<file path="src/rtl/lsu_pkg.sv">
// Shared definitions for the multicycle load/store unit: opcodes, funct3
// encodings, FSM states and request-decode helpers.
package lsu_pkg;

   localparam logic [6:0] OPC_LOAD  = 7'b0000011;
   localparam logic [6:0] OPC_STORE = 7'b0100011;

   localparam logic [2:0] F3_B  = 3'b000;
   localparam logic [2:0] F3_H  = 3'b001;
   localparam logic [2:0] F3_W  = 3'b010;
   localparam logic [2:0] F3_D  = 3'b011;
   localparam logic [2:0] F3_BU = 3'b100;
   localparam logic [2:0] F3_HU = 3'b101;
   localparam logic [2:0] F3_WU = 3'b110;

   typedef enum logic [1:0] {
      ST_IDLE,
      ST_BUSY,
      ST_RESP
   } state_e;

   // The low two funct3 bits encode log2 of the access size for every
   // supported load and store.
   function automatic logic [1:0] size_log2(input logic [2:0] funct3);
      return funct3[1:0];
   endfunction

   function automatic logic is_supported(input logic [6:0] opcode,
                                         input logic [2:0] funct3,
                                         input logic       is64);
      logic ok;
      ok = 1'b0;
      if (opcode == OPC_LOAD) begin
         case (funct3)
            F3_B, F3_H, F3_W, F3_BU, F3_HU: ok = 1'b1;
            F3_D, F3_WU:                    ok = is64;
            default:                        ok = 1'b0;
         endcase
      end else if (opcode == OPC_STORE) begin
         case (funct3)
            F3_B, F3_H, F3_W: ok = 1'b1;
            F3_D:             ok = is64;
            default:          ok = 1'b0;
         endcase
      end
      return ok;
   endfunction

   function automatic logic is_aligned(input logic [1:0] size,
                                       input logic [2:0] addr_lo);
      logic ok;
      case (size)
         2'd0:    ok = 1'b1;
         2'd1:    ok = (addr_lo[0] == 1'b0);
         2'd2:    ok = (addr_lo[1:0] == 2'b00);
         default: ok = (addr_lo == 3'b000);
      endcase
      return ok;
   endfunction

endpackage

</file>
<file path="src/rtl/lsu_lane_align.sv">
// Byte-lane steering: lane mask and store data shift for outgoing accesses,
// lane extraction plus sign/zero extension for returning load data.
module lsu_lane_align
   import lsu_pkg::*;
#(
   parameter int  XLEN = 32,
   localparam int NB   = XLEN / 8,
   localparam int OFFW = $clog2(NB)
) (
   input  logic [2:0]      funct3,
   input  logic [OFFW-1:0] offset,
   input  logic [XLEN-1:0] wdata,
   input  logic [XLEN-1:0] rdata,
   output logic [NB-1:0]   mask,
   output logic [XLEN-1:0] wdata_sh,
   output logic [XLEN-1:0] ld_ext
);

   logic [NB-1:0]   size_ones;
   logic [XLEN-1:0] rdata_sh;
   logic [OFFW+2:0] bit_shift;

   assign bit_shift = {offset, 3'b000};

   always_comb begin
      case (size_log2(funct3))
         2'd0:    size_ones = NB'(8'h01);
         2'd1:    size_ones = NB'(8'h03);
         2'd2:    size_ones = NB'(8'h0F);
         default: size_ones = NB'(8'hFF);
      endcase
   end

   assign mask     = size_ones << offset;
   assign wdata_sh = wdata << bit_shift;
   assign rdata_sh = rdata >> bit_shift;

   // Size casts of a $signed operand sign-extend; unsigned operands zero-fill.
   always_comb begin
      case (funct3)
         F3_B:    ld_ext = XLEN'($signed(rdata_sh[7:0]));
         F3_H:    ld_ext = XLEN'($signed(rdata_sh[15:0]));
         F3_W:    ld_ext = XLEN'($signed(rdata_sh[31:0]));
         F3_BU:   ld_ext = XLEN'(rdata_sh[7:0]);
         F3_HU:   ld_ext = XLEN'(rdata_sh[15:0]);
         F3_WU:   ld_ext = XLEN'(rdata_sh[31:0]);
         default: ld_ext = rdata_sh;
      endcase
   end

endmodule

</file>
<file path="src/rtl/lsu_multicycle.sv">
// Multicycle load/store unit: accepts one aligned access in IDLE, holds it on
// the memory bus in BUSY until mem_valid or timeout, reports in RESP.
module lsu_multicycle
   import lsu_pkg::*;
#(
   parameter int XLEN    = 32,
   parameter int TIMEOUT = 15
) (
   input  logic              clk,
   input  logic              rst,
   input  logic              req_valid,
   input  logic [6:0]        req_opcode,
   input  logic [2:0]        req_funct3,
   input  logic [XLEN-1:0]   req_addr,
   input  logic [XLEN-1:0]   req_wdata,
   output logic              stall,
   output logic [XLEN-1:0]   ld_data,
   output logic              ld_valid,
   output logic              misalign,
   output logic              timeout_err,
   output logic              cs,
   output logic              wr,
   output logic [XLEN/8-1:0] mask,
   output logic [XLEN-1:0]   mem_addr,
   output logic [XLEN-1:0]   mem_wdata,
   input  logic [XLEN-1:0]   mem_rdata,
   input  logic              mem_valid
);

   localparam int NB   = XLEN / 8;
   localparam int OFFW = $clog2(NB);

   state_e            state_q, state_d;
   logic [7:0]        cnt_q, cnt_d;
   logic [6:0]        opcode_q, opcode_d;
   logic [2:0]        funct3_q, funct3_d;
   logic [XLEN-1:0]   addr_q, addr_d;
   logic [NB-1:0]     mask_q, mask_d;
   logic [XLEN-1:0]   wdata_q, wdata_d;
   logic [XLEN-1:0]   ld_data_q, ld_data_d;
   logic              ld_ok_q, ld_ok_d;
   logic              tmo_q, tmo_d;

   logic              req_ok, req_aligned;
   logic [2:0]        al_funct3;
   logic [OFFW-1:0]   al_offset;
   logic [NB-1:0]     al_mask;
   logic [XLEN-1:0]   al_wdata, al_ld;

   assign req_ok      = is_supported(req_opcode, req_funct3, XLEN == 64);
   assign req_aligned = is_aligned(size_log2(req_funct3), req_addr[2:0]);

   // One aligner serves both directions: request fields while IDLE, the
   // captured access while BUSY.
   assign al_funct3 = (state_q == ST_IDLE) ? req_funct3 : funct3_q;
   assign al_offset = (state_q == ST_IDLE) ? req_addr[OFFW-1:0] : addr_q[OFFW-1:0];

   lsu_lane_align #(.XLEN(XLEN)) u_align (
      .funct3   (al_funct3),
      .offset   (al_offset),
      .wdata    (req_wdata),
      .rdata    (mem_rdata),
      .mask     (al_mask),
      .wdata_sh (al_wdata),
      .ld_ext   (al_ld)
   );

   always_comb begin
      // NOTE: every next-state and output gets a default first, so no path through the case can infer a latch.
      state_d     = state_q;
      cnt_d       = cnt_q;
      opcode_d    = opcode_q;
      funct3_d    = funct3_q;
      addr_d      = addr_q;
      mask_d      = mask_q;
      wdata_d     = wdata_q;
      ld_data_d   = ld_data_q;
      ld_ok_d     = ld_ok_q;
      tmo_d       = tmo_q;
      stall       = 1'b0;
      misalign    = 1'b0;
      cs          = 1'b0;
      wr          = 1'b0;
      mask        = '0;
      mem_addr    = '0;
      mem_wdata   = '0;
      ld_valid    = 1'b0;
      timeout_err = 1'b0;

      case (state_q)
         ST_IDLE: begin
            // Gated by rst so the combinational pulses stay low during reset.
            if (rst && req_valid && req_ok) begin
               if (!req_aligned) begin
                  misalign = 1'b1;
               end else begin
                  stall    = 1'b1;
                  state_d  = ST_BUSY;
                  cnt_d    = '0;
                  opcode_d = req_opcode;
                  funct3_d = req_funct3;
                  addr_d   = req_addr;
                  mask_d   = al_mask;
                  wdata_d  = al_wdata;
               end
            end
         end
         ST_BUSY: begin
            stall     = 1'b1;
            cs        = 1'b1;
            wr        = (opcode_q == OPC_STORE);
            mem_addr  = {addr_q[XLEN-1:OFFW], OFFW'(0)};
            mask      = mask_q;
            mem_wdata = wdata_q;
            cnt_d     = cnt_q + 8'd1;
            if (mem_valid) begin
               state_d = ST_RESP;
               tmo_d   = 1'b0;
               ld_ok_d = (opcode_q == OPC_LOAD);
               if (opcode_q == OPC_LOAD) begin
                  ld_data_d = al_ld;
               end
            end else if (cnt_q == 8'(TIMEOUT - 1)) begin
               state_d = ST_RESP;
               tmo_d   = 1'b1;
               ld_ok_d = 1'b0;
            end
         end
         ST_RESP: begin
            ld_valid    = ld_ok_q;
            timeout_err = tmo_q;
            state_d     = ST_IDLE;
         end
         default: state_d = ST_IDLE;
      endcase
   end

   assign ld_data = ld_data_q;

   // NOTE: sequential state uses non-blocking assignments so every flop samples pre-edge values together.
   always_ff @(posedge clk or negedge rst) begin
      if (!rst) begin
         state_q   <= ST_IDLE;
         cnt_q     <= '0;
         opcode_q  <= '0;
         funct3_q  <= '0;
         addr_q    <= '0;
         mask_q    <= '0;
         wdata_q   <= '0;
         ld_data_q <= '0;
         ld_ok_q   <= 1'b0;
         tmo_q     <= 1'b0;
      end else begin
         state_q   <= state_d;
         cnt_q     <= cnt_d;
         opcode_q  <= opcode_d;
         funct3_q  <= funct3_d;
         addr_q    <= addr_d;
         mask_q    <= mask_d;
         wdata_q   <= wdata_d;
         ld_data_q <= ld_data_d;
         ld_ok_q   <= ld_ok_d;
         tmo_q     <= tmo_d;
      end
   end

endmodule
</file>
<file path="config.mk">
export PLATFORM = sky130hd
export DESIGN_NAME = lsu_multicycle
export DESIGN_NICKNAME = d
export VERILOG_FILES = /design/src/rtl/lsu_pkg.sv /design/src/rtl/lsu_lane_align.sv /design/src/rtl/lsu_multicycle.sv
export SDC_FILE = /design/constraint.sdc
export NUM_CORES = 1
export LEC_CHECK = 0
export ABC_AREA = 1
export CORE_MARGIN = 1.5
export CORE_UTILIZATION = 25
export DETAILED_ROUTE_END_ITERATION = 12
export PLACE_DENSITY = 0.51
export SLEW_MARGIN = 20
export SYNTH_ARGS = -nofsm -noshare
export SYNTH_HDL_FRONTEND = slang
export SYNTH_HIERARCHICAL = 1
export SYNTH_SLANG_ARGS = --single-unit
</file>
<file path="constraint.sdc">
create_clock -name clk -period 3.3 [get_ports clk]
set_clock_uncertainty 0.1 [all_clocks]
set_input_delay 0.495 -clock clk [delete_from_list [all_inputs] [get_ports clk]]
set_output_delay 0.495 -clock clk [all_outputs]
set_load 0.05 [all_outputs]
</file>
======== After elaboration in Yosys (flattened, before gate mapping) ========
Cells that the tools add are included.
W data, S select, Z words.
cells by class
  $add $sub $neg .......................... 1
  multiply operators ...................... 0
  divide/modulo/power cells ............... 0
  $lt $le $gt $ge ......................... 0
  equality and inequality tests ........... 20
  shifts and indexed selects .............. 3
  mux-type cells .......................... 34
  bitwise operators ....................... 1
  reductions and logical operators ........ 18
operators with widths
  kind                   count
  $pmux W32 S4           1
  $mux W32               2
  $shl A32 B5 Y32        1
  $shr A32 B5 Y32        1
  $mux W1                17
  $mux W8                2
  $pmux W8 S2            1
  $eq A7 B2 Y1 const B   2
  $eq A7 B6 Y1 const B   2
  $eq A3 B3 Y1 const B   4
  $reduce_and A3 Y1      4
  $mux W2                5
  $logic_not A3 Y1       3
  $add A8 B1 Y8 const B  1
  $eq A8 B4 Y1 const B   1
  $logic_not A2 Y1       4
  $pmux W4 S2            1
  $eq A2 B1 Y1 const B   3
  $eq A3 B1 Y1 const B   2
  $reduce_or A5 Y1       1
  $eq A2 B2 Y1 const B   2
  $mux W4                1
  $pmux W2 S2            1
  $reduce_bool A2 Y1     2
  other kinds (12)       13
word-level totals
  bits in registers ....................... 122
  latch bits .............................. 0
  RAM bits ................................ 0
  bits in read-only memories .............. 0
  input bits .............................. 110
  output and inout bits ................... 106
  memories kept ........................... 0

======== Longest topological paths before layout ========
  depth after elaboration ................. 8
  depth in mapped cells ................... 15
  gate-level depth less buffers ........... 12

======== Cells and area by module ========
Netlist, hierarchy kept.
modules (own cells, without submodules)
  module          instances  cells each  area an instance (um^2)  seq. area each (um^2)
  lsu_multicycle  1          898         6309.8                   3052.9
  lsu_lane_align  1          265         1422.6                   0.0

======== Worst setup path after synthesis ========
No wires, ideal clock.
  path kind ............................... register to output
  start ................................... register state_q[1]
  end ..................................... output wr
  arrival ................................. 2.346 ns
  path slack .............................. 0.359 ns
  cell stages (with the launch flop) ...... 5
  buffers on the path ..................... 1
  cells stage by stage .................... dfrtp_1 > inv_2 > nand2_1 > clkbuf_1 > nor4_1
on the way
  longest elaborated chain between the ends .. 2
RTL lines
  what                    RTL line               RTL
  from (decl)             lsu_multicycle.sv:33   state_e state_q, state_d;
  from (signal assigned)  lsu_multicycle.sv:154  state_q <= state_d;
  $eq A2 B1 Y1            lsu_multicycle.sv:90   case (state_q)
  $mux W1                 lsu_multicycle.sv:90
  to (decl)               lsu_multicycle.sv:22   output logic wr,
Every way passes these cells.

======== Worst setup path after layout ========
  start ................................... register state_q[1]
  end ..................................... output cs
on the way
  longest elaborated chain between the ends .. 2
RTL lines
  what          RTL line              RTL
  $eq A2 B1 Y1  lsu_multicycle.sv:90
  $mux W1       lsu_multicycle.sv:90
  to (decl)     lsu_multicycle.sv:21  output logic cs,
Every way passes these cells.

==> metrics.md <==
| Metric | Value |
|---|---|
| Clock sink count | 122 |
| Fillcell total | 3236 |
| F_max | 352 MHz |
| Die Ht | about 180 um |
| CP Data Required Time | roughly 2.7 ns |
| Distinct cells, synth | 39 |
| Starting Density | 0.253 |
| Hold Path Class | reg2reg |
| Critical path fanouts, max | 29 |
| Synth Area per Inst | 6.65 sq um |
| DIE AREA | 32000 sq um |
| DR iter-0 viols | 465 |
| Final Hold Viols | 0 |
| Sequential share of the synthesized area | 0.395 |
| Maximum VDD drop | 343 uV |
| Initial antenna violation count | 5 |
| Residual DRC | 0 |
| Post-CTS resize count | 0 |
| First-pass GRT wire length | 41.7 mm |
| Synth-to-layout area growth | 40.9% |
| Area of all placed cells without fillers | 10900 sq um |
| Cell Area, Synth | 7730 sq um |
| Final period utilization | 0.862 |
| # nets final | 1464 |
| Largest net degree at the start of global routing | 63 |
| Critical path cell sequence | inv_2 -> nand2_2 -> buf_4 -> inv_2 -> clkdlybuf4s50_1 |
| Most frequent cell after synthesis | nand2_1 |
| Clk root buf | clkbuf_16 |
| Antenna viol nets, final | 0 |
| Core area | 30500 sq um |
| TNS Setup | 0 ns |
| Total leakage power | 5.82 nW |
| CTS tree | built |
| CTS clock-pin slew for the worst setup and hold paths | 0.06 ns |
| Crit-path slowest cell | clkdlybuf4s50_1 |
| Post-synthesis instance total | 1163 |
| Max Buffers Root-to-Sink | 2 |
| Final max-slew violation count | 0 |
| Crit end category | output port |
| Largest stage delay, worst path | 0.84 ns |
| Number of flops mapped to enable cells by yosys | 0 |
| Crit-path most repeated cell | inv_2 |
| Share of cells above drive strength 1 | 0.0894 |
| RSZ-0062 raised after global routing | false |
| Warnings, synthesis | 6 |
| Vias in the first global route | 7290 |
| Drt pass-1 iters | 5 |
| PortBufs | 213 |
| Top_reg_cell synth | dfrtp_1 |
| Status | finished, final reports clean |
| Total of max-cap violations | 0 |
| Grt ovf | 0 |
| Placer Congestion | 0.866 |
| Crit start category | register |
| Top cells by count, synth | nand2_1, inv_1, dfrtp_1 |
| TritonCTS Buffers | 17 |
| Synth top area cells | dfrtp_1, nand2_1, inv_1 |
| FF+latch count, synth | 122 |
| Ports | 216 |
| Tmin final | roughly 2.8 ns |
| Rel. slew slack | 0.444 |
| H-tree depth | 4 |
| Pwr dens | just under 400 nW/um^2 |
| Wire per inst | 15.3 um |
| Total track usage | 0.171 |
| Worst-skew pair later-pin latency | 0.42 ns |
| Post-synth top area share | 0.395 |
| Post-synthesis async set-or-reset flop share | 1.00 |
| Row cnt | 64 |
| DPL Wire Length | ~20 mm |
| Final setup violation count | 0 |
| Area leader, netlist | dfrtp_1 |
| Die width | 179 um |
| Least-Margin Pin Slew | 0.833 ns |
| Critical path class | reg2out |
| Drt total wl | 27.0 mm |
| Post-DP Area | 10200 sq um |
| DR vias | 7688 |
| Vias per Instance | 4.36 |
| Critical Path AT | ~2.3 ns |
==> flip-flops by register name (all words and copies together) (netlist names), 2 cells and up <==
name,cells
state_q,2
funct3_q,3
addr_q,32
mask_q,4
opcode_q,7
wdata_q,32
cnt_q,8
ld_data,32
==> worst paths after layout <==
path	startpoint	end	slack (ns)	cells past startpoint
max	state_q[1]	cs	0.46	5
min in group asynchronous	rst	addr_q[2]	0.39	2
max reg2reg	state_q[1]	ld_data[8]	0.57	11
min reg2reg	opcode_q[1]	opcode_q[1]	0.37	2
min	opcode_q[1]	opcode_q[1]	0.37	2
max in group asynchronous	rst	ld_data[8]	1.02	4
==> critical path, delay by kind of cell, from the launching register on <==
kind                   cells  cell delay (ns)
flip-flops                 1             0.38
AND/OR/NAND/NOR            1             0.08
buffers and inverters      4             1.37
==> layout make-up <==
type                    count  area (sq um)  share of cell area
repair buffers            238          2340               0.215
inverters                 261           982              0.0902
multi-input cells         712          3370               0.309
clock buffers              19           453              0.0416
flip-flops and latches    122          3050               0.280
well taps                 396           495              0.0455
clock inverters            13           190              0.0175
diodes                      3          7.51            0.000689
==> what timing repair did <==
action | 4_1_cts | 5_1_grt
setup buffers | 0 | 0
hold endpoints to repair | 18 | 0
hold buffers | 1 | 0
setup endpoints to repair | 0 | 0
==> layout by cell type (no fill, tap or decap), types with 3 or more instances in the layout <==
cell type,count
a21oi_1,20
a21oi_2,4
a22oi_1,4
a22oi_2,7
buf_12,5
buf_4,37
bufinv_16,4
clkbuf_16,17
clkdlybuf4s50_1,194
clkinv_1,4
clkinvlp_4,4
dfrtp_1,122
diode_2,3
inv_1,247
inv_2,9
nand2_1,328
nand3_1,76
nand3_2,8
nand4_1,74
nor2_1,114
nor2_4,4
nor3_1,3
o211ai_1,5
o21ai_0,28
o21ai_1,6
o22ai_1,8
or2_2,3
==> metrics by stage <==
step            util  hold slack (ns)  power [W]  worst slack (ns)  cells
2_1_floorplan      -           0.0994    0.00194             0.359   1164
3_3_place_gp   0.335            0.271    0.00221             0.634   1728
3_5_place_dp   0.335            0.269    0.00221             0.578   1728
4_1_cts        0.357            0.371    0.00429             0.415   1761
5_1_grt        0.357            0.396    0.00441             0.352   1764
6_report       0.357            0.368    0.00424             0.456   1764
==> logic make-up (layout without fill, tap and decap cells) <==
kind of cell             Yosys count  after routing  synth area share
AND/OR/NAND/NOR                  623            623             0.357
buffers and inverters            330            531             0.175
flip-flops                       122            122             0.395
AO/OA/AOI/OAI                     85             85            0.0694
adder cells (fa/ha/maj)            2              2           0.00324
other                              1              5          0.000485
==> power breakdown <==
| part | internal, W | switching, W |
|---|---|---|
| registers | 0.00154 | 0.0000225 |
| clock network | 0.00131 | 0.000739 |
| logic | 0.000253 | 0.000368 |
| total | 0.00311 | 0.00113 |
==> layer usage <==
layer  part of all wire  vias to the layer above  track usage
li1                   -                     3923            -
met1               0.47                     3544        0.242
met2               0.45                      186        0.256
met3              0.050                       31       0.0320
met4              0.023                        4       0.0649
met5            0.00085                        -            0
Note: power is estimated with default switching activity, not from simulation.
